**config.mk**
```make
export PLATFORM = sky130hd
export DESIGN_NAME = yuv422_pack64
export DESIGN_NICKNAME = d
export VERILOG_FILES = /design/src/rtl/yuv422_pack64.sv
export SDC_FILE = /design/constraint.sdc
export NUM_CORES = 1
export LEC_CHECK = 0
export ABC_AREA = 1
export BUFFER_PORTS_ARGS = -buffer_cell sky130_fd_sc_hd__buf_4
export CELL_PAD_IN_SITES_DETAIL_PLACEMENT = 1
export CELL_PAD_IN_SITES_GLOBAL_PLACEMENT = 1
export CORE_UTILIZATION = 43
export CTS_CLUSTER_DIAMETER = 120
export CTS_CLUSTER_SIZE = 12
export DETAILED_ROUTE_END_ITERATION = 10
export PLACE_DENSITY_LB_ADDON = 0.1
export SETUP_SLACK_MARGIN = 0.15
export SYNTH_ARGS = -nofsm -noshare
export SYNTH_HDL_FRONTEND = slang
export SYNTH_SLANG_ARGS = --single-unit
```
**constraint.sdc**
```tcl
create_clock -name i_sclk -period 13.7 [get_ports i_sclk]
set_input_delay 2.74 -clock i_sclk [delete_from_list [all_inputs] [get_ports i_sclk]]
set_output_delay 2.74 -clock i_sclk [all_outputs]
set_load 0.02 [all_outputs]
```
**src/rtl/yuv422_pack64.sv**
```systemverilog
// yuv422_pack64: packs 16-bit YUV422 pixels into 64-bit words through a show-ahead FIFO,
// tagging start-of-frame / end-of-line and padding each line's final partial word.
module yuv422_pack64 #(
  parameter int          P_FIFO_DEPTH = 8,
  parameter logic [15:0] P_PAD        = 16'h1080
) (
  input  logic        i_sclk,
  input  logic        i_rst_n,
  input  logic [15:0] i_data,
  input  logic        i_vsync,
  input  logic        i_hsync,
  input  logic        i_de,
  output logic [63:0] o_wdata,
  output logic        o_sof,
  output logic        o_eol,
  output logic        o_wvalid,
  input  logic        i_wready,
  output logic        o_ovf,
  input  logic        i_ovf_clr,
  output logic [11:0] o_line_pix
);
  localparam int AW = $clog2(P_FIFO_DEPTH);
  typedef enum logic [1:0] {IDLE, ACTIVE, DROP} state_t;
  state_t state;
  logic [15:0] data_d;
  logic de_d, vsync_d, sof_arm;
  logic [1:0] cnt;
  logic [63:0] part, word;
  logic [11:0] lcnt, lnext;
  logic [65:0] mem [P_FIFO_DEPTH];
  logic [AW-1:0] wptr, rptr;
  logic [AW:0] count;
  logic last, vs_rise, push_req, pop, full, drop, push;
  logic unused_hsync;
  assign unused_hsync = i_hsync;
  assign last = de_d & ~i_de;
  assign vs_rise = i_vsync & ~vsync_d;
  assign push_req = state == ACTIVE & ~vs_rise & de_d & (cnt == 2'd3 | last);
  assign pop = o_wvalid & i_wready;
  assign full = count == (AW+1)'(P_FIFO_DEPTH);
  assign drop = push_req & full & ~pop;
  assign push = push_req & ~drop;
  assign lnext = lcnt == 12'hFFF ? lcnt : lcnt + 12'd1;
  assign o_wvalid = count != '0;
  assign {o_sof, o_eol, o_wdata} = mem[rptr];
  // lanes below cnt come from the partial word, the current pixel lands in lane cnt
  always_comb begin
    word = {4{P_PAD}};
    for (int i = 0; i < 4; i++)
      word[16*i +: 16] = i < int'(cnt) ? part[16*i +: 16] : i == int'(cnt) ? data_d : P_PAD;
  end
  always_ff @(posedge i_sclk)
    if (push) mem[wptr] <= {sof_arm, last, word};
  always_ff @(posedge i_sclk)
    if (!i_rst_n) begin
      data_d <= '0;
      de_d <= 1'b0;
      vsync_d <= 1'b0;
      state <= IDLE;
      cnt <= '0;
      part <= '0;
      sof_arm <= 1'b0;
      lcnt <= '0;
      o_line_pix <= '0;
      o_ovf <= 1'b0;
      wptr <= '0;
      rptr <= '0;
      count <= '0;
    end else begin
      data_d <= i_data;
      de_d <= i_de;
      vsync_d <= i_vsync;
      o_ovf <= drop | (o_ovf & ~i_ovf_clr);
      lcnt <= vs_rise | last ? '0 : de_d ? lnext : lcnt;
      if (last & ~vs_rise) o_line_pix <= lnext;
      if (vs_rise) begin
        state <= ACTIVE;
        cnt <= '0;
        sof_arm <= 1'b1;
      end else if (state == ACTIVE & de_d) begin
        part[16*cnt +: 16] <= data_d;
        cnt <= push_req ? '0 : cnt + 2'd1;
        sof_arm <= sof_arm & ~push;
        state <= drop ? DROP : ACTIVE;
      end
      if (push) wptr <= wptr + AW'(1);
      if (pop) rptr <= rptr + AW'(1);
      count <= count + (AW+1)'(push) - (AW+1)'(pop);
    end
endmodule

```
Word level (Yosys, flattened, before mapping)
Memories as Yosys holds them, arrays and structs flattened. A register that Yosys moved wholly into a read port is not among the register bits.
Cells that the tools add are included.
{"block": "word_totals", "regBits": 122, "ramBits": 528, "input_bits": 23, "output_inout_bits": 80, "wordCells": 83, "mem_count": 1}
{"memory": "mem", "words": 8, "word_bits": 66, "read_ports": 1, "rd_clocked_by_memory_dff": 1, "write_ports": 1, "line": "30", "source": "logic [65:0] mem [P_FIFO_DEPTH];"}
{"block": "classes", "n_addsub": 7, "magnitude_cmp": 3, "eq_ne": 7, "n_shift": 2, "muxes": 19, "n_bitwise": 24, "reduce_logical": 6}
{"cell": "2-to-1 mux 16 bit", "count": 7}
{"cell": "bitwise mux 64 bit", "count": 1}
{"cell": "variable shift 16 x 34 -> 64 bit (first input constant)", "count": 1}
{"cell": "indexed part select 16 x 34 -> 64 bit", "count": 1}
{"cell": "negator 6 -> 34 bit", "count": 1}
{"cell": "bitwise AND 1 bit", "count": 13}
{"cell": "adder 12 x 1 -> 12 bit (second input constant)", "count": 1}
{"cell": "== test 12 bit (second input constant)", "count": 1}
{"cell": "2-to-1 mux 12 bit", "count": 1}
{"cell": "inverter 1 bit", "count": 8}
{"cell": "adder 3 x 1 -> 3 bit (second input constant)", "count": 2}
{"cell": "2-to-1 mux 1 bit", "count": 6}
{"cell": "2-to-1 mux 3 bit", "count": 2}
{"cell": "adder 4 x 1 -> 4 bit", "count": 1}
{"cell": "== test 2 bit (first input constant)", "count": 2}
{"cell": "== test 4 bit (second input constant)", "count": 1}
{"cell": "less-than comparator 1 x 2 -> 1 bit (first input constant)", "count": 2}
{"cell": "2-to-1 mux 2 bit", "count": 2}
{"cell": "nonzero test 4 bit", "count": 1}
{"cell": "OR reduction 2 bit", "count": 2}
{"cell": "subtractor 4 x 1 -> 4 bit", "count": 1}
{"cell": "OR 1 bit", "count": 3}
{"cell": "adder 2 x 1 -> 2 bit (second input constant)", "count": 1}
{"cell": "== test 1 x 2 -> 1 bit (first input constant)", "count": 1}
{"cell": "other kinds (6)", "count": 6}

Logic depth before layout (Yosys ltp)
{"block": "depth", "ltp_word": 14, "ltp_mapped": 16, "mapped_depth_nobuf": 16}

Least setup slack after synthesis
OpenSTA, ideal clock, no wires.
{"block": "synth_timing", "path_kind": "input-to-reg", "startpoint": "input port i_de", "endpoint": "memory mem[5][0] (enable)", "setup_ns": 0.572, "t_arrival_ns": 7.833, "required_time_ns": 13.128, "setup_slack_ns": 5.295, "cell_stages": 5, "n_path_buf": 0, "path_cell_list": "nor2_2 > nor2_1 > nor2_2 > nand2_2 > nor3_1"}
{"block": "synth_between", "elab_chain_cells": 10}
{"element": "from (decl)", "line": "12", "source": "input logic i_de,"}
{"element": "inverter 1 bit *", "line": "36", "source": "assign last = de_d & ~i_de;"}
{"element": "bitwise AND 1 bit *", "line": "36"}
{"element": "OR 1 bit *", "line": "38", "source": "assign push_req = state == ACTIVE & ~vs_rise & de_d & (cnt == 2'd3 | last);"}
{"element": "bitwise AND 1 bit *", "line": "38"}
{"element": "bitwise AND 1 bit (2 in series)", "line": "41", "source": "assign drop = push_req & full & ~pop;"}
{"element": "inverter 1 bit", "line": "42", "source": "assign push = push_req & ~drop;"}
{"element": "bitwise AND 1 bit *", "line": "42"}
{"element": "2-to-1 mux 1 bit *", "line": "53", "source": "if (push) mem[wptr] <= {sof_arm, last, word};"}
{"element": "2-to-1 mux 1 bit (not written as such) *", "line": "53"}
{"element": "to (decl)", "line": "30"}
Mark *: on every way between the ends. The rest lies on a longest branch, timed or not.

==> results.yml <==
outcome:
  status: "complete, no violations"
cells_and_area:
  num-fill-cells: 6176
  area_delta_synth_final_pct: 11.83
  layout-drive-gt1-share: 0.09317
  diodes: 0
  seqCellArea_um2: 18050
  multiInputGateArea_um2: 6555
  fin_nets: 2244
  final_cell_count_no_fill: 3027
logic_synthesis:
  yosys.area.top_type_share: 0.6169
  synth_cells: 2144
  synth_edf_count: 528
  synthTopCellsByArea: "edfxtp_1, dfxtp_1, mux2i_1"
  synth_ff_type: "edfxtp_1"
  post_synth_num_cell_types: 34
  yosys.area.top_type: "edfxtp_1"
  yosys-top-cells-count: "edfxtp_1, nand2_1, nor2_1, o21ai_0, inv_1"
  seq_area_frac_synth: 0.7018
  synth.most_common_cell: "edfxtp_1"
  yosys_warnings: 0
  async_flop_share: 0
  synth_fp_nets: 2182
  ys_seq_elements: 637
  synth_area_per_cell_um2: 11.99
  syn-cell-area_um2: 25700
placed_design:
  globalplace.congestion: 0.7722
  placed_cells: 2918
  hpwlAfterDp_um: 37230
  io_buffers: 101
  pre_cts_slack_ps: 7350
routing:
  detail-route-antenna-nets: 0
  drt-initial-drc-count: 1135
  post_drt_wl_per_cell_um: 22.09
  drt_pass1_iterations: 5
  wl_um: 66860
  routed_via_density: 5.405
  drc_errors: 0
  vias: 16361
setup_path:
  regToRegStartpoint: "de_d"
  worstSetupPathType: "flip-flop to output pin"
  endpoint_kind: "output pin"
  crit_fanout: 77
  crit_required_ps: 10960
  worst_setup_path_start_kind: "flip-flop"
  worstPathArrival_ps: 4230
timing:
  layout_min_cycle_time_ps: 6965
  fmax_ghz: 0.1436
  slew_violations: 0
  finalSetupViolCount: 0
  hold_ws_ps: 449.0
  relSlewSlack: 0.1717
  fin_skew_ps: 17.47
  tightestPinTransition_ps: 1229
  setup_tns_ps: 0
  hold_violations: 0
  rsz0062_at_grt: "false"
  fin_ws_ps: 6735
  timing.final.crit_share: 0.5084
global_routing:
  grtUsageTotal: 0.2218
  antenna_found_initial: 4
  grt_pass1_vias: 17003
  grt_max_degree: 82
  grt_pass1_wl_um: 101200
  grt_overflow: 0
worst_hold_path:
  hold_class: "flip-flop to flip-flop"
  hold_start: "part[24]"
clock_tree:
  cts_buffers: 59
  clk-insertion-delay-late_ps: 620
  htreeDepth: 2
  clk_pin_slew_ps: 70
  cts_buffer_depth: 3
  cts_tree: "yes"
  cts_hold_buffers: 0
  post_cts_buffers: 0
  ctsResizeCount: 0
  clock_sinks: 637
  cts-root-buf: "clkbuf_16"
floorplanning:
  start_util: 0.4355
  fp.coreArea_um2: 59020
  row_count: 89
  pin_count: 103
  die_w_um: 246.5
  die-area_um2: 60750
  die_y_um: 246.5
power_and_ir_drop:
  p_leak_uw: 0.009603
  ir_drop_v: 0.00009590
  powerDensity_nw_per_um2: 162.5
  power_uw: 4670
run:
  maxCapViolCount: 0
-- layout by cell type, fill, tap and decap left out --
cell,netlist,final
nor3_2,0,4
dfxtp_4,0,3
xor2_1,3,3
a211oi_1,1,1
dfxtp_1,109,106
buf_4,7,126
o21ai_0,243,243
nor2_1,252,248
inv_8,0,1
ha_1,14,14
inv_2,2,2
or2_2,1,1
nand4_1,4,4
nand3_1,37,37
a22oi_1,2,2
nand2_1,337,337
inv_1,134,133
mux2i_1,132,132
and3_1,1,1
nand3b_1,2,2
fa_1,1,1
nor2_4,2,6
clkbuf_16,0,61
o21ai_1,12,12
clkbuf_1,83,47
edfxtp_1,528,528
nand2_2,1,1
nor2_2,3,3
o22ai_1,132,132
inv_4,0,1
nand3_2,1,1
nor3b_1,1,1
xnor2_1,1,1
a21oi_1,59,59
-- critical path: stages (launching register included) --
cell     delay, ps
dfxtp_4        840
buf_4          770
buf_4          920
o21ai_0        270
o22ai_1        230
nand2_1         70
nand2_1        180
buf_4          170
-- cell families after synthesis --
logic type	after synthesis	share of synthesized area
multiplexers	132	0.05141
adder cells (fa/ha/maj)	15	0.007594
AND/OR/NAND/NOR	646	0.09858
buffers and inverters	261	0.04513
XOR/XNOR	4	0.001363
AO/OA/AOI/OAI	449	0.09415
flip-flops	637	0.7018
-- sequential cells by signal, indices dropped and copies added (netlist names), named ones only --
signal,count
o_line_pix,12
mem,528
data_d,16
de_d,1
cnt,2
vsync_d,1
count,4
state,2
part,48
o_ovf,1
sof_arm,1
lcnt,12
wptr,3
rptr,3
-- stage by stage --
stage,instance area (um2),util
global route,28740,0.4870
CTS,28740,0.4870
finish,28740,0.4870
detailed placement,27030,0.4580
global placement,27030,0.4580
floorplan,25700,-
-- power breakdown --
group	leakage, uW	internal [uW]	switching (uW)
clock network	0.000813	830	689
logic	0.00342	370	619
registers	0.00537	2100	66.9
-- routing by layer --
metal	track usage	up-vias	share of wire
met3	0.03769	78	0.041
met4	0.04303	8	0.014
met2	0.3695	237	0.48
met1	0.3057	8325	0.46
met5	0	-	0.00076
li1	-	7713	-
-- worst paths after layout --
path                                     to  slack [ps]  depth (start not counted)
worst min-delay path               part[24]         450                          2
worst max-delay path            o_wdata[17]        6730                          7
worst max register to register    mem[0][5]        9270                          7
worst min register to register     part[24]         450                          2
-- cell type report --
cell class / instances / area share
inverter: 136 / 0.01785
clock buffer: 108 / 0.05924
tap: 773 / 0.03365
multi-input combinational: 1246 / 0.2281
sequential: 637 / 0.6279
timing repair buffer: 126 / 0.03291
clock inverter: 1 / 0.0003918
No activity file was read; power rests on OpenSTA's default activity.
